[config.mk]
export PLATFORM = sky130hd
export DESIGN_NAME = interp_sequencer
export DESIGN_NICKNAME = d
export VERILOG_FILES = /design/src/rtl/interp_sequencer.sv
export SDC_FILE = /design/constraint.sdc
export NUM_CORES = 1
export LEC_CHECK = 0
export BUFFER_PORTS_ARGS = -buffer_cell sky130_fd_sc_hd__buf_2
export CAP_MARGIN = 40
export CORE_ASPECT_RATIO = 0.7
export CORE_MARGIN = 2
export CORE_UTILIZATION = 43
export DETAILED_ROUTE_END_ITERATION = 10
export PLACE_DENSITY = 0.68
export SYNTH_ARGS = -nofsm -noshare
export SYNTH_HDL_FRONTEND = slang
export SYNTH_SLANG_ARGS = --single-unit
[constraint.sdc]
create_clock -name clk -period 2.5 [get_ports clk]
set_clock_uncertainty 0.1 [all_clocks]
set_input_delay 0.125 -clock clk [delete_from_list [all_inputs] [get_ports clk]]
set_output_delay 0.125 -clock clk [all_outputs]
set_load 0.03 [all_outputs]
[src/rtl/interp_sequencer.sv]
// Select/strobe sequencer for the 8x8 HEVC sub-pixel interpolation datapath.
// Optional completed-block counter is built when INTERP_PERF_CNT_EN is defined.
//
// state   | meaning
// --------+------------------------------------------------------------
// S_IDLE  | waiting for start, sel parked at 0
// S_HPASS | issuing integer rows 0..ROWS-1 for the horizontal pass
// S_VPASS | issuing column-group selects ROWS..LAST_SEL
// S_DRAIN | holding sel at LAST_SEL while the FIR pipeline empties
// S_VALID | result buffers stable, waiting for out_ack
module interp_sequencer #(
    parameter int NUM_PIXEL = 8,
    parameter int FIR_LAT   = 1
) (
    input  logic        clk,
    input  logic        rst,
    input  logic        start,
    input  logic        abort,
    input  logic        out_ack,
    output logic [7:0]  sel,
    output logic        fb_we,
    output logic [7:0]  fb_row,
    output logic        cap_we,
    output logic [5:0]  cap_slot,
    output logic        busy,
    output logic        out_valid,
    output logic [15:0] blk_count
);

    localparam int ROWS     = NUM_PIXEL + 7;
    localparam int VCOLS    = 4 * NUM_PIXEL;
    localparam int LAST_SEL = ROWS + VCOLS - 1;

    localparam logic [7:0] ROWS_B     = 8'(ROWS);
    localparam logic [7:0] ROW_END_B  = 8'(ROWS - 1);
    localparam logic [7:0] LAST_B     = 8'(LAST_SEL);
    localparam logic [7:0] CAP_H_LO   = 8'd3;
    localparam logic [7:0] CAP_H_HI   = 8'(2 + NUM_PIXEL);
    localparam logic [7:0] V_SLOT_OFS = 8'(ROWS - NUM_PIXEL);
    localparam logic [2:0] DRAIN_LD   = 3'(FIR_LAT - 1);

    typedef enum logic [2:0] {
        S_IDLE,
        S_HPASS,
        S_VPASS,
        S_DRAIN,
        S_VALID
    } state_t;

    state_t     state;
    logic [2:0] drain_cnt;
    logic       issued;

    always_ff @(posedge clk or posedge rst) begin
        if (rst) begin
            state     <= S_IDLE;
            sel       <= 8'd0;
            drain_cnt <= 3'd0;
            busy      <= 1'b0;
            out_valid <= 1'b0;
        end else if (abort) begin
            state     <= S_IDLE;
            sel       <= 8'd0;
            drain_cnt <= 3'd0;
            busy      <= 1'b0;
            out_valid <= 1'b0;
        end else begin
            case (state)
                S_IDLE: begin
                    if (start) begin
                        state <= S_HPASS;
                        busy  <= 1'b1;
                    end
                end
                S_HPASS: begin
                    sel <= sel + 8'd1;
                    if (sel == ROW_END_B)
                        state <= S_VPASS;
                end
                S_VPASS: begin
                    if (sel == LAST_B) begin
                        state     <= S_DRAIN;
                        drain_cnt <= DRAIN_LD;
                    end else begin
                        sel <= sel + 8'd1;
                    end
                end
                S_DRAIN: begin
                    if (drain_cnt == 3'd0) begin
                        state     <= S_VALID;
                        out_valid <= 1'b1;
                    end else begin
                        drain_cnt <= drain_cnt - 3'd1;
                    end
                end
                S_VALID: begin
                    // A start seen together with the ack is deliberately dropped.
                    if (out_ack) begin
                        state     <= S_IDLE;
                        sel       <= 8'd0;
                        busy      <= 1'b0;
                        out_valid <= 1'b0;
                    end
                end
                default: begin
                    state     <= S_IDLE;
                    sel       <= 8'd0;
                    busy      <= 1'b0;
                    out_valid <= 1'b0;
                end
            endcase
        end
    end

    assign issued = (state == S_HPASS) || (state == S_VPASS);

    // Delay line re-times each issued select to the moment its FIR result appears.
    logic [FIR_LAT-1:0] dl_v;
    logic [7:0]         dl_sel [FIR_LAT];

    always_ff @(posedge clk or posedge rst) begin
        if (rst) begin
            dl_v <= '0;
            for (int i = 0; i < FIR_LAT; i++)
                dl_sel[i] <= 8'd0;
        end else if (abort) begin
            dl_v <= '0;
            for (int i = 0; i < FIR_LAT; i++)
                dl_sel[i] <= 8'd0;
        end else begin
            dl_v[0]   <= issued;
            dl_sel[0] <= sel;
            for (int i = 1; i < FIR_LAT; i++) begin
                dl_v[i]   <= dl_v[i-1];
                dl_sel[i] <= dl_sel[i-1];
            end
        end
    end

    logic       d_v;
    logic [7:0] d_sel;
    logic       cap_h;
    logic       cap_v;

    assign d_v   = dl_v[FIR_LAT-1];
    assign d_sel = dl_sel[FIR_LAT-1];

    assign fb_we  = d_v && (d_sel < ROWS_B);
    assign fb_row = d_sel;

    assign cap_h  = d_v && (d_sel >= CAP_H_LO) && (d_sel <= CAP_H_HI);
    assign cap_v  = d_v && (d_sel >= ROWS_B);
    assign cap_we = cap_h || cap_v;

    always_comb begin
        cap_slot = 6'd0;
        if (cap_h)
            cap_slot = 6'(d_sel - CAP_H_LO);
        else if (cap_v)
            cap_slot = 6'(d_sel - V_SLOT_OFS);
    end

`ifdef INTERP_PERF_CNT_EN
    always_ff @(posedge clk or posedge rst) begin
        if (rst)
            blk_count <= 16'h0000;
        else if (!abort && (state == S_VALID) && out_ack && (blk_count != 16'hFFFF))
            blk_count <= blk_count + 16'h0001;
    end
`else
    assign blk_count = 16'h0000;
`endif

endmodule

# Word-level counts from Yosys, hierarchy flattened
# Index checks and enable logic that the tools add are counted.
# totals
ff_bits,25
latchBits,0
mem_bits_rw,0
mem_bits_ro,0
in_bits,5
wordCells,74
n_memories,0
# classes
add_sub_neg,4
mul,0
div_mod_pow,0
magnitude_cmp,4
n_eq_ne,16
shift,0
muxes,26
bitwise,0
n_reduce_logical,17
# ops
op,count
$mux 8,4
$pmux 8 s4,1
$mux 3,9
$ne 3x3->1 const B,7
$pmux 3 s5,1
$mux 6,2
$reduce_and 3->1,4
$add 8x1->8 const B,1
$eq 8x4->1 const B,1
$eq 8x6->1 const B,1
$ge 8x2->1 const B,1
$ge 8x4->1 const B,1
$le 8x4->1 const B,1
$lt 8x4->1 const B,1
$eq 3x2->1 const B,2
$logic_not 3->1,2
$mux 1,6
$ne 2x1->1 const B,3
$pmux 1 s3,2
$pmux 3 s2,1
$reduce_or 3->1,2
$sub 6x2->6 const B,1
$sub 6x3->6 const B,1
$reduce_and 5->1,1
other kinds (7),11

# Logic depth before layout (Yosys ltp)
# Gate-level depths: netlist of the first run.
# logic_depth
ltp_word,4
mapped_depth,8

# Worst setup path after synthesis of the first run
# OpenSTA, ideal clock, no wires.
# synth_timing
path_type,reg2out
start,"reg dl_sel, in the netlist fb_row[4]"
end,out cap_slot[5]
arrival_ns,2.519
t_required_ns,2.275
slack_ns,-0.244
path_stages_with_launch,5
path_buffers,0
cell_sequence,dfrtp_1 nor4_1 nand3_1 o22a_1 o41ai_1
# synth_via
elab_chain_cells,4
elab_cells_between_ends,10
cone_classes,add/sub (2); order compare (3); mux (2); reduce/logical (3)
# synth_rtl
item,line,rtl
from (decl),119,logic [7:0] dl_sel [FIR_LAT];
"from (signal, indexed assignment)",135,dl_sel[i] <= dl_sel[i-1];
$ge 8x4->1 or $ge 8x2->1 (tied branches),"152, 151",
"$logic_and 1x1->1, on equally long branches","152, 151",
$mux 6 or $logic_and 1x1->1 (tied branches),"159, 151",
$mux 6 (*),157,if (cap_h)
to (decl),24,"output logic [5:0] cap_slot,"
# Every way passes the cells marked *; elsewhere a longest branch is shown, timed or not.

# Worst setup path after layout of the first run
# layout_timing
start,reg sel[0]
end,reg sel[6]
# layout_via
elab_chain_cells,4
elab_cells_between_ends,7
cone_classes,add/sub (1); eq/ne (2); mux (3); reduce/logical (1)
# layout_rtl
item,line,rtl
from (decl),20,"output logic [7:0] sel,"
from (signal assigned),76,sel <= sel + 8'd1;
from (signal assigned),85,sel <= sel + 8'd1;
$add 8x1->8,"76, 85",
$mux 8,81,if (sel == LAST_B) begin
$pmux 8 s4,68,case (state)
$mux 8,61,end else if (abort) begin
# Several ways; a longest one is shown, not always the timed one. The select of a mux whose other input is x is not followed.
# A chain may end at the register's enable or synchronous reset.

==> flow_summary.toml, run 1 <==
[run_status]
status = "finished, final reports clean"

[power]
p_per_area_nw_per_um2 = 413
worst_ir_drop_vdd_mv = 0.235
p_leak_uw = 0.000957

[clock_network]
tritoncts = "built"
clock_path_buffers = 2
cts.sinks = 25
clk_latency_ns = 0.27
cts_setup_buffers = 0
ctsHtreeMaxLevel = 1
cts_buffers = 3
clk_pin_slew_ns = 0.09
clockRootBuffer = "clkbuf_8"

[drt]
vias = 1356
ant_nets = 0
drtIter0Drc = 90
avgViaCountPerCell = 5.06
dr.pass1.iters = 4
drc = 0
wirelength_um = 3240
wl_per_cell_um = 12.1

[critical_path]
arrival_ns = 2.38
start_kind = "register"
critPathMaxFanout = 9
r2r_setup_slack_ns = 0.18
critical_path_class = "reg2reg"
crit_path_end_kind = "register"
worstPathRequired_ns = 2.56

[place]
post-place-ws_ns = 0.179
io_buffers = 30
dp_hpwl_um = 2480
finalWeightedCongestion = 0.787
place_area_um2 = 1790

[yosys]
synth_top_cells_by_area = "dfrtp_1 (39%), buf_4 (7.4%), ha_1 (4.6%), nor2b_1 (4.2%), nor2_1 (4.2%)"
ys_seq_elements = 25
synth_area_um2 = 1620
yosys_warnings = 0
yosys.area_share.simple_pct = 22.2
synthCells = 187
synth_common_cells = "dfrtp_1 (25), nor2_1 (18), buf_4 (16), nand2_1 (14)"
synth_edf_count = 0
avgSynthCellArea_um2 = 8.67
synthFlopType = "dfrtp_1"
synth_compound_area_share_pct = 20.3
synth_top_area_cell = "dfrtp_1"
synthAdderAreaFrac_pct = 4.63
synth-xor-area-share_pct = 1.62
muxShareOfSynthArea_pct = 0.617
ys_async_sr_fraction_pct = 100
synth_most_common_cell = "dfrtp_1"
yosysUniqueCellTypes = 44
synth_top_area_share_pct = 38.6
yosysSeqAreaShare_pct = 38.6
synth_top_family_by_area = "simple AND/OR/NAND/NOR gates"

[sta]
fin_crit_ns = 2.32
fin_ws_ns = 0.180
maxSlewViolCount = 0
finalHoldViolations = 0
rsz0062_at_grt = "false"
max_freq_mhz = 431
setup_viol_count_final = 0
fin_crit_sh_pct = 92.8
whs_ns = 0.102
finalSetupTns_ns = 0

[floorplanning]
rows = 18
start_util_pct = 45.6
core_area_um2 = 3560
die_w_um = 77.4
io_pins = 47
die_area_um2 = 4290
die_y_um = 55.4

[finish]
synthToLayoutAreaGrowth_pct = 14.0
final_util_pct = 51.9
fillers = 338
post-route-cell-area_um2 = 1850
fin_nets = 230
diodes = 0
drive_gt1_share_pct = 20.2

[grt]
grt_overflow = 0
antenna_found_initial = 0
grt_max_degree = 19
grt_pass1_wl_um = 5390
grt_usage_pct = 15.6
grt_pass1_vias = 1158

[run]
cap_violations = 0

[worst_hold_path]
hold_path_class = "in2reg"
==> final cells by class <==
class                   instances  area, µm²  area share (%)
clock buffers                   3       41.3            2.23
clock inverters                 1       5.00           0.271
inverters                      13       48.8            2.64
multi-input cells             142        875            47.3
flip-flops and latches         25        626            33.9
well taps                      50       62.6            3.39
repair buffers                 34        190            10.3
==> report_power, final <==
group	total [µW]	switching, µW	leakage [µW]	internal (µW)
combinational	103	79.6	0.000587	23.4
sequential	422	11.1	0.000345	410
clock	238	126	0.0000255	111
total	762	217	0.000957	545
==> cells by family (layout without fill, tap and decap cells) <==
kind of cell / Yosys count / in the layout
other cells: 1 / 16
simple gates: 68 / 68
buf+inv: 35 / 51
xor+xnor: 3 / 3
mux: 1 / 1
compound gates: 48 / 48
fa+ha+maj: 6 / 6
flops: 25 / 25
==> path summary, 6_finish.rpt <==
kind	start	endpoint	depth (start not counted)
worst max-delay path	sel[0]$_DFFE_PP0P_	sel[6]$_DFFE_PP0P_	7
worst min-delay path	out_ack	state[2]$_DFFE_PP0P_	3
worst max register to register	sel[0]$_DFFE_PP0P_	sel[6]$_DFFE_PP0P_	7
worst min register to register	out_valid$_DFFE_PP0P_	out_valid$_DFFE_PP0P_	2
max in group asynchronous	rst	fb_row[3]$_DFF_PP0_	4
min in group asynchronous	rst	out_valid$_DFFE_PP0P_	3
==> flip-flops by register name (all words and copies together) (netlist names) <==
signal and flops:
fb_row 8, sel 8, drain_cnt 3, state 3
busy 1, d_v 1, out_valid 1
==> what timing repair did <==
| action | CTS | global route |
|---|---|---|
| hold buffers | 1 | 0 |
| resized for setup | 0 | 1 |
| endpoints found under the hold margin | 10 | 0 |
| setup endpoints to repair | 0 | 1 |
==> critical path, cell delays in order, from the launching register on <==
cell and delay, ns:
dfrtp_1 0.46, inv_1 0.11, ha_1 0.14, or4b_4 0.48, o31a_1 0.32, nor3_4 0.37, or4_1 0.17, a21oi_1 0.06
==> per-layer routing <==
layer / part of all wire, % / wire [µm] / global-route usage (%) / vias to the layer above
met2: 39 / 1250 / 20.6 / 56
met1: 53 / 1710 / 24.7 / 613
li1: - / - / - / 685
met4: 0.49 / 16 / 3.06 / 0
met5: 0 / 0 / 0 / -
met3: 8.1 / 261 / 4.74 / 2
==> layout by cell type, fill, tap and decap left out, drive strengths merged, types with 2 or more instances in the layout <==
cell,Yosys,layout
conb,1,16
o41ai,2,2
nor2,18,18
nand2,14,14
and3,3,3
or4,2,2
dfrtp,25,25
o22ai,2,2
nand3,6,6
a211oi,2,2
nor2b,11,11
ha,6,6
nand2b,5,5
xor2,2,2
buf,16,33
a31o,2,2
clkbuf,6,3
inv,13,13
o31ai,7,7
o21ai,16,16
a21oi,6,6
o32ai,2,2
==> stage by stage <==
stage               cells  total power, µW
finish                268              762
floorplan             202              528
detailed placement    263              532
global route          268              802
global placement      262              529
CTS                   268              770
Note: power is estimated with default switching activity, not from simulation.
==> run 2: changes to the inputs <==
--- a/config.mk
+++ b/config.mk
@@ -7,7 +7,6 @@
 export LEC_CHECK = 0
 export BUFFER_PORTS_ARGS = -buffer_cell sky130_fd_sc_hd__buf_2
 export CAP_MARGIN = 40
-export CORE_ASPECT_RATIO = 0.7
 export CORE_MARGIN = 2
 export CORE_UTILIZATION = 43
 export DETAILED_ROUTE_END_ITERATION = 10
==> run 2 against run 1 <==
Effect of this change: combinational power about the same; worst setup slack got worse by 0.022 ns; highest routed layer unchanged; worst hold slack got worse by 0.023 ns; via count decreased by 0.29%; maximum frequency decreased by 0.93%; largest cell class unchanged; critical path type is now reg2out; final cell count decreased by 0.75%; largest power group unchanged; sequential share of layout area decreased by 0.23 points; sequential power about the same; global-route usage increased by 0.69 points; register-to-register slack improved by 0.03 ns; clock power increased by 3%.
==> flow_summary.toml, run 2 (same netlist as run 1, synthesis figures left out) <==
[drt]
wirelength_um = 3190
avgViaCountPerCell = 5.08
wl_per_cell_um = 12.0
dr.pass1.iters = 4
drc = 0
drtIter0Drc = 60
vias = 1352
ant_nets = 0

[sta]
finalHoldViolations = 0
maxSlewViolCount = 0
max_freq_mhz = 427
whs_ns = 0.0783
fin_crit_ns = 2.34
finalSetupTns_ns = 0
rsz0062_at_grt = "false"
setup_viol_count_final = 0
fin_crit_sh_pct = 93.7

[grt]
grt_overflow = 0
grt_pass1_vias = 1192
grt_pass1_wl_um = 5450
grt_usage_pct = 16.3
antenna_found_initial = 0
grt_max_degree = 19

[floorplanning]
io_pins = 47
die_y_um = 65.4
core_area_um2 = 3630
rows = 22
start_util_pct = 44.6
die_area_um2 = 4280
die_w_um = 65.4

[place]
io_buffers = 30
dp_hpwl_um = 2440
finalWeightedCongestion = 0.869

[power]
p_per_area_nw_per_um2 = 415
worst_ir_drop_vdd_mv = 0.314
p_leak_uw = 0.000959

[finish]
layout_common_cells = "buf_2 (30), dfrtp_1 (25), nor2_1 (18)"
drive_gt1_share_pct = 20.2
synthToLayoutAreaGrowth_pct = 14.7
mostFrequentLayoutCell = "buf_2"
final_util_pct = 51.2
diodes = 0
fin_nets = 230
fillers = 374

[critical_path]
crit_path_end_kind = "output port"
crit_chain = "ha_1 -> o21ba_1 -> a31o_2 -> a31o_1 -> xor2_1 -> nor2_1 -> buf_2"
critPathSlowestCell = "dfrtp_1"
arrival_ns = 2.12
worstPathRequired_ns = 2.28
crit_family = "compound AO/OA/AOI/OAI gates"
critPathMaxStageDelay_ns = 0.46
critical_path_class = "reg2out"
crit_buf_inv = 1
start_kind = "register"
critPathMaxFanout = 7

[clock_network]
cts.sinks = 25
clk_latency_ns = 0.28
cts_setup_buffers = 0
ctsHtreeMaxLevel = 1
cts_buffers = 3
clock_path_buffers = 2
tritoncts = "built"
clockRootBuffer = "clkbuf_8"
clk_pin_slew_ns = 0.09

[worst_hold_path]
hold_path_class = "in2reg"

[run]
cap_violations = 0

[run_status]
status = "finished, final reports clean"
run 2: cell type report:
class,count,area [µm²],area share (%)
tap,48,60.1,3.23
clock inverter,1,7.51,0.403
sequential,25,626,33.6
multi-input combinational,142,875,47.0
timing repair buffer,34,203,10.9
inverter,13,48.8,2.62
clock buffer,3,41.3,2.22
run 2: through the flow:
step / cells / cell area [µm²] / setup WS, ns / power (µW)
2_1_floorplan: 202 / 1690 / 0.141 / 528
3_3_place_gp: 260 / 1770 / 0.256 / 528
3_5_place_dp: 261 / 1800 / 0.232 / 534
4_1_cts: 266 / 1850 / 0.158 / 783
5_1_grt: 266 / 1860 / 0.0208 / 808
6_report: 266 / 1860 / 0.159 / 772
run 2: routing by layer:
layer  GRT usage [%]  vias to the layer above  routed length, µm
met5               0                        -                  0
met4            6.77                        0                 44
met3            1.71                        4                156
met2            24.7                       42               1430
met1            23.5                      627               1550
li1                -                      679                  -
run 2: power breakdown:
| part | internal, µW | switching, µW | total (µW) |
|---|---|---|---|
| Combinational | 25.5 | 80.3 | 106 |
| Clock | 113 | 132 | 245 |
| Sequential | 410 | 10.9 | 421 |
run 2: worst paths after layout:
check | depth (start not counted) | end | slack, ns | startpoint
worst max-delay path | 7 | cap_slot[4] | 0.16 | fb_row[0]$_DFF_PP0_
worst min-delay path | 3 | state[2]$_DFFE_PP0P_ | 0.08 | out_ack
worst max register to register | 7 | sel[6]$_DFFE_PP0P_ | 0.21 | sel[0]$_DFFE_PP0P_
worst min register to register | 1 | drain_cnt[0]$_DFFE_PP0P_ | 0.38 | drain_cnt[0]$_DFFE_PP0P_
max in group asynchronous | 4 | drain_cnt[2]$_DFFE_PP0P_ | 1.57 | rst
min in group asynchronous | 3 | sel[1]$_DFFE_PP0P_ | 0.30 | rst
run 2: timing repair:
action	CTS	global route
hold endpoints to repair	8	0
setup endpoints to repair	0	2
hold buffers	1	0
resized for setup	0	1
run 2: worst min-delay path: stages:
cell,delay (ns)
buf_2,0.10
nand3b_1,0.12
a21oi_1,0.06
==> run 3: changes to the inputs <==
--- a/config.mk
+++ b/config.mk
@@ -7,6 +7,7 @@
 export LEC_CHECK = 0
 export BUFFER_PORTS_ARGS = -buffer_cell sky130_fd_sc_hd__buf_2
 export CAP_MARGIN = 40
+export CORE_ASPECT_RATIO = 2
 export CORE_MARGIN = 2
 export CORE_UTILIZATION = 43
 export DETAILED_ROUTE_END_ITERATION = 10
==> constraint.sdc (replaced) <==
create_clock -name clk -period 2.5 [get_ports clk]
set_clock_uncertainty 0.1 [all_clocks]
set_input_delay 0.75 -clock clk [delete_from_list [all_inputs] [get_ports clk]]
set_output_delay 0.75 -clock clk [all_outputs]
set_load 0.03 [all_outputs]
==> run 3 against run 2 <==
Effect of this change: the run now ends with setup timing left; worst setup slack worse by 0.44 ns; largest power group unchanged; critical path depth unchanged; largest cell class unchanged; count of clock-buffer cells in the layout up 1; final cell count up 6.8%.
==> flow_summary.toml, run 3 (same netlist as run 1, synthesis figures left out) <==
[run_status]
status = "complete, but fails checks"
violations = "setup timing"

[grt]
grt_max_degree = 26
grt_pass1_wl_um = 5970
grt_usage_pct = 18.9
grt_pass1_vias = 1363
grt_overflow = 0
antenna_found_initial = 0

[drt]
avgViaCountPerCell = 5.06
ant_nets = 0
vias = 1437
drc = 0
drtIter0Drc = 58
dr.pass1.iters = 4
wirelength_um = 3710
wl_per_cell_um = 13.1

[power]
p_per_area_nw_per_um2 = 367
worst_ir_drop_vdd_mv = 0.271
internal_power_uw = 554
p_comb_share_pct = 14.8
power.share.sequential_pct = 54.2
switchingPower_uw = 219
clkPwrFrac_pct = 31.0
p_leak_uw = 0.00105
netSwitchingFraction_pct = 28.3

[finish]
fin_nets = 247
fillers = 338
layout.cells.non_filler = 284
diodes = 0
multiInputGateArea_um2 = 966
seq_area_um2 = 632
synthToLayoutAreaGrowth_pct = 29.9
layout_common_cells = "buf_2 (22), buf_4 (22), dfrtp_1 (20)"
drive_gt1_share_pct = 33.2

[sta]
fin_crit_ns = 2.78
max_freq_mhz = 360
fin_crit_sh_pct = 111
fin_ws_ns = -0.281
finalHoldViolations = 0
setup_viol_count_final = 6
rsz0062_at_grt = "true"
maxSlewViolCount = 0

[critical_path]
r2r_end = "sel[6]$_DFFE_PP0P_"
arrival_ns = 1.93
worstPathRequired_ns = 1.65
critPathMaxStageDelay_ns = 0.45
r2r_cells = 7
crit_family = "compound AO/OA/AOI/OAI gates"
critPathMaxFanout = 4
critPathSlowestCell = "dfrtp_2"
critical_path_class = "reg2out"
crit_chain = "ha_4 -> o21ba_1 -> a31o_4 -> a31o_1 -> xor2_2 -> nor2_4 -> buf_6"
rr_startpoint = "sel[0]$_DFFE_PP0P_"
crit_buf_inv = 1
start_kind = "register"
r2r_setup_slack_ns = 0.24
crit_path_end_kind = "output port"

[place]
finalWeightedCongestion = 0.796
io_buffers = 30
post-place-ws_ns = -0.181
dp_hpwl_um = 2860
place_inst = 276

[worst_hold_path]
worstHoldPathCells = 1
hold_path_class = "reg2reg"
hold_end = "drain_cnt[0]$_DFFE_PP0P_"
worstHoldStart = "drain_cnt[0]$_DFFE_PP0P_"

[floorplanning]
die_w_um = 47.4
die_area_um2 = 4310
core_area_um2 = 3610
start_util_pct = 45.0
rows = 31
die_y_um = 90.8
io_pins = 47

[clock_network]
clk_pin_slew_ns = 0.08
tritoncts = "built"
clockRootBuffer = "clkbuf_8"
cts_buffers = 3
clk_latency_ns = 0.27
clock_path_buffers = 2
ctsHtreeMaxLevel = 1
cts.sinks = 25

[run]
cap_violations = 0
## run 3: cell count changes in the layout (fill, tap and decap cells not counted), moves of 2 or more
cell     before  now
dfrtp_1      25   20
buf_6         0    7
buf_2        30   22
inv_1        13   11
dfrtp_2       0    5
buf_4         2   22
nand2_1      14   11
nand2_2       0    3
inv_2         0    2
## run 3: worst max path at each step
stage                                    from          end  slack (ns)  cells past startpoint
after CTS                 fb_row[1]$_DFF_PP0_  cap_slot[5]       -0.27                      7
after floorplan           fb_row[0]$_DFF_PP0_  cap_slot[5]       -0.19                      7
after global routing      fb_row[0]$_DFF_PP0_  cap_slot[4]       -0.36                      8
final                     fb_row[1]$_DFF_PP0_  cap_slot[4]       -0.28                      7
after detailed placement  fb_row[0]$_DFF_PP0_  cap_slot[5]       -0.18                      8
after global placement    fb_row[0]$_DFF_PP0_  cap_slot[5]       -0.16                      8
## run 3: cell type report
type / count / area share [%]
clock buffer: 4 / 2.14
inverter: 13 / 2.32
multi-input combinational: 142 / 45.8
sequential: 25 / 30.0
tap: 49 / 2.91
timing repair buffer: 51 / 16.8
## run 3: power groups by stage
stage / Combinational [µW] / Clock, µW / Sequential (µW)
after floorplan: 94.0 / 0 / 436
after global placement: 110 / 0 / 427
after detailed placement: 111 / 0 / 427
after CTS: 114 / 245 / 419
after global routing: 126 / 260 / 421
final: 114 / 239 / 419
## run 3: layer usage
metal,up-vias,track usage [%],wire length (µm)
met1,688,20.6,1350
met2,31,34.2,2180
li1,714,-,-
met4,0,8.33,76
met3,4,0.800,104
met5,-,0,0
## run 3: what timing repair did
action,4_1_cts,5_1_grt
pin swaps,8,3
endpoints found under the hold margin,0,0
hold buffers,0,0
setup endpoints to repair,7,8
gates resized for setup,17,10
buffers inserted,4,0
## run 3: per-stage QoR
step	area, µm²	TNS, ns	utilization (%)	hold WS (ns)	power [µW]
floorplan	1750	-0.209	-	0.345	530
global placement	1940	-0.178	53.8	0.364	537
detailed placement	1940	-0.212	53.8	0.374	538
CTS	2080	-1.11	57.5	0.386	778
global route	2110	-1.66	58.4	0.422	807
finish	2110	-1.07	58.4	0.389	773
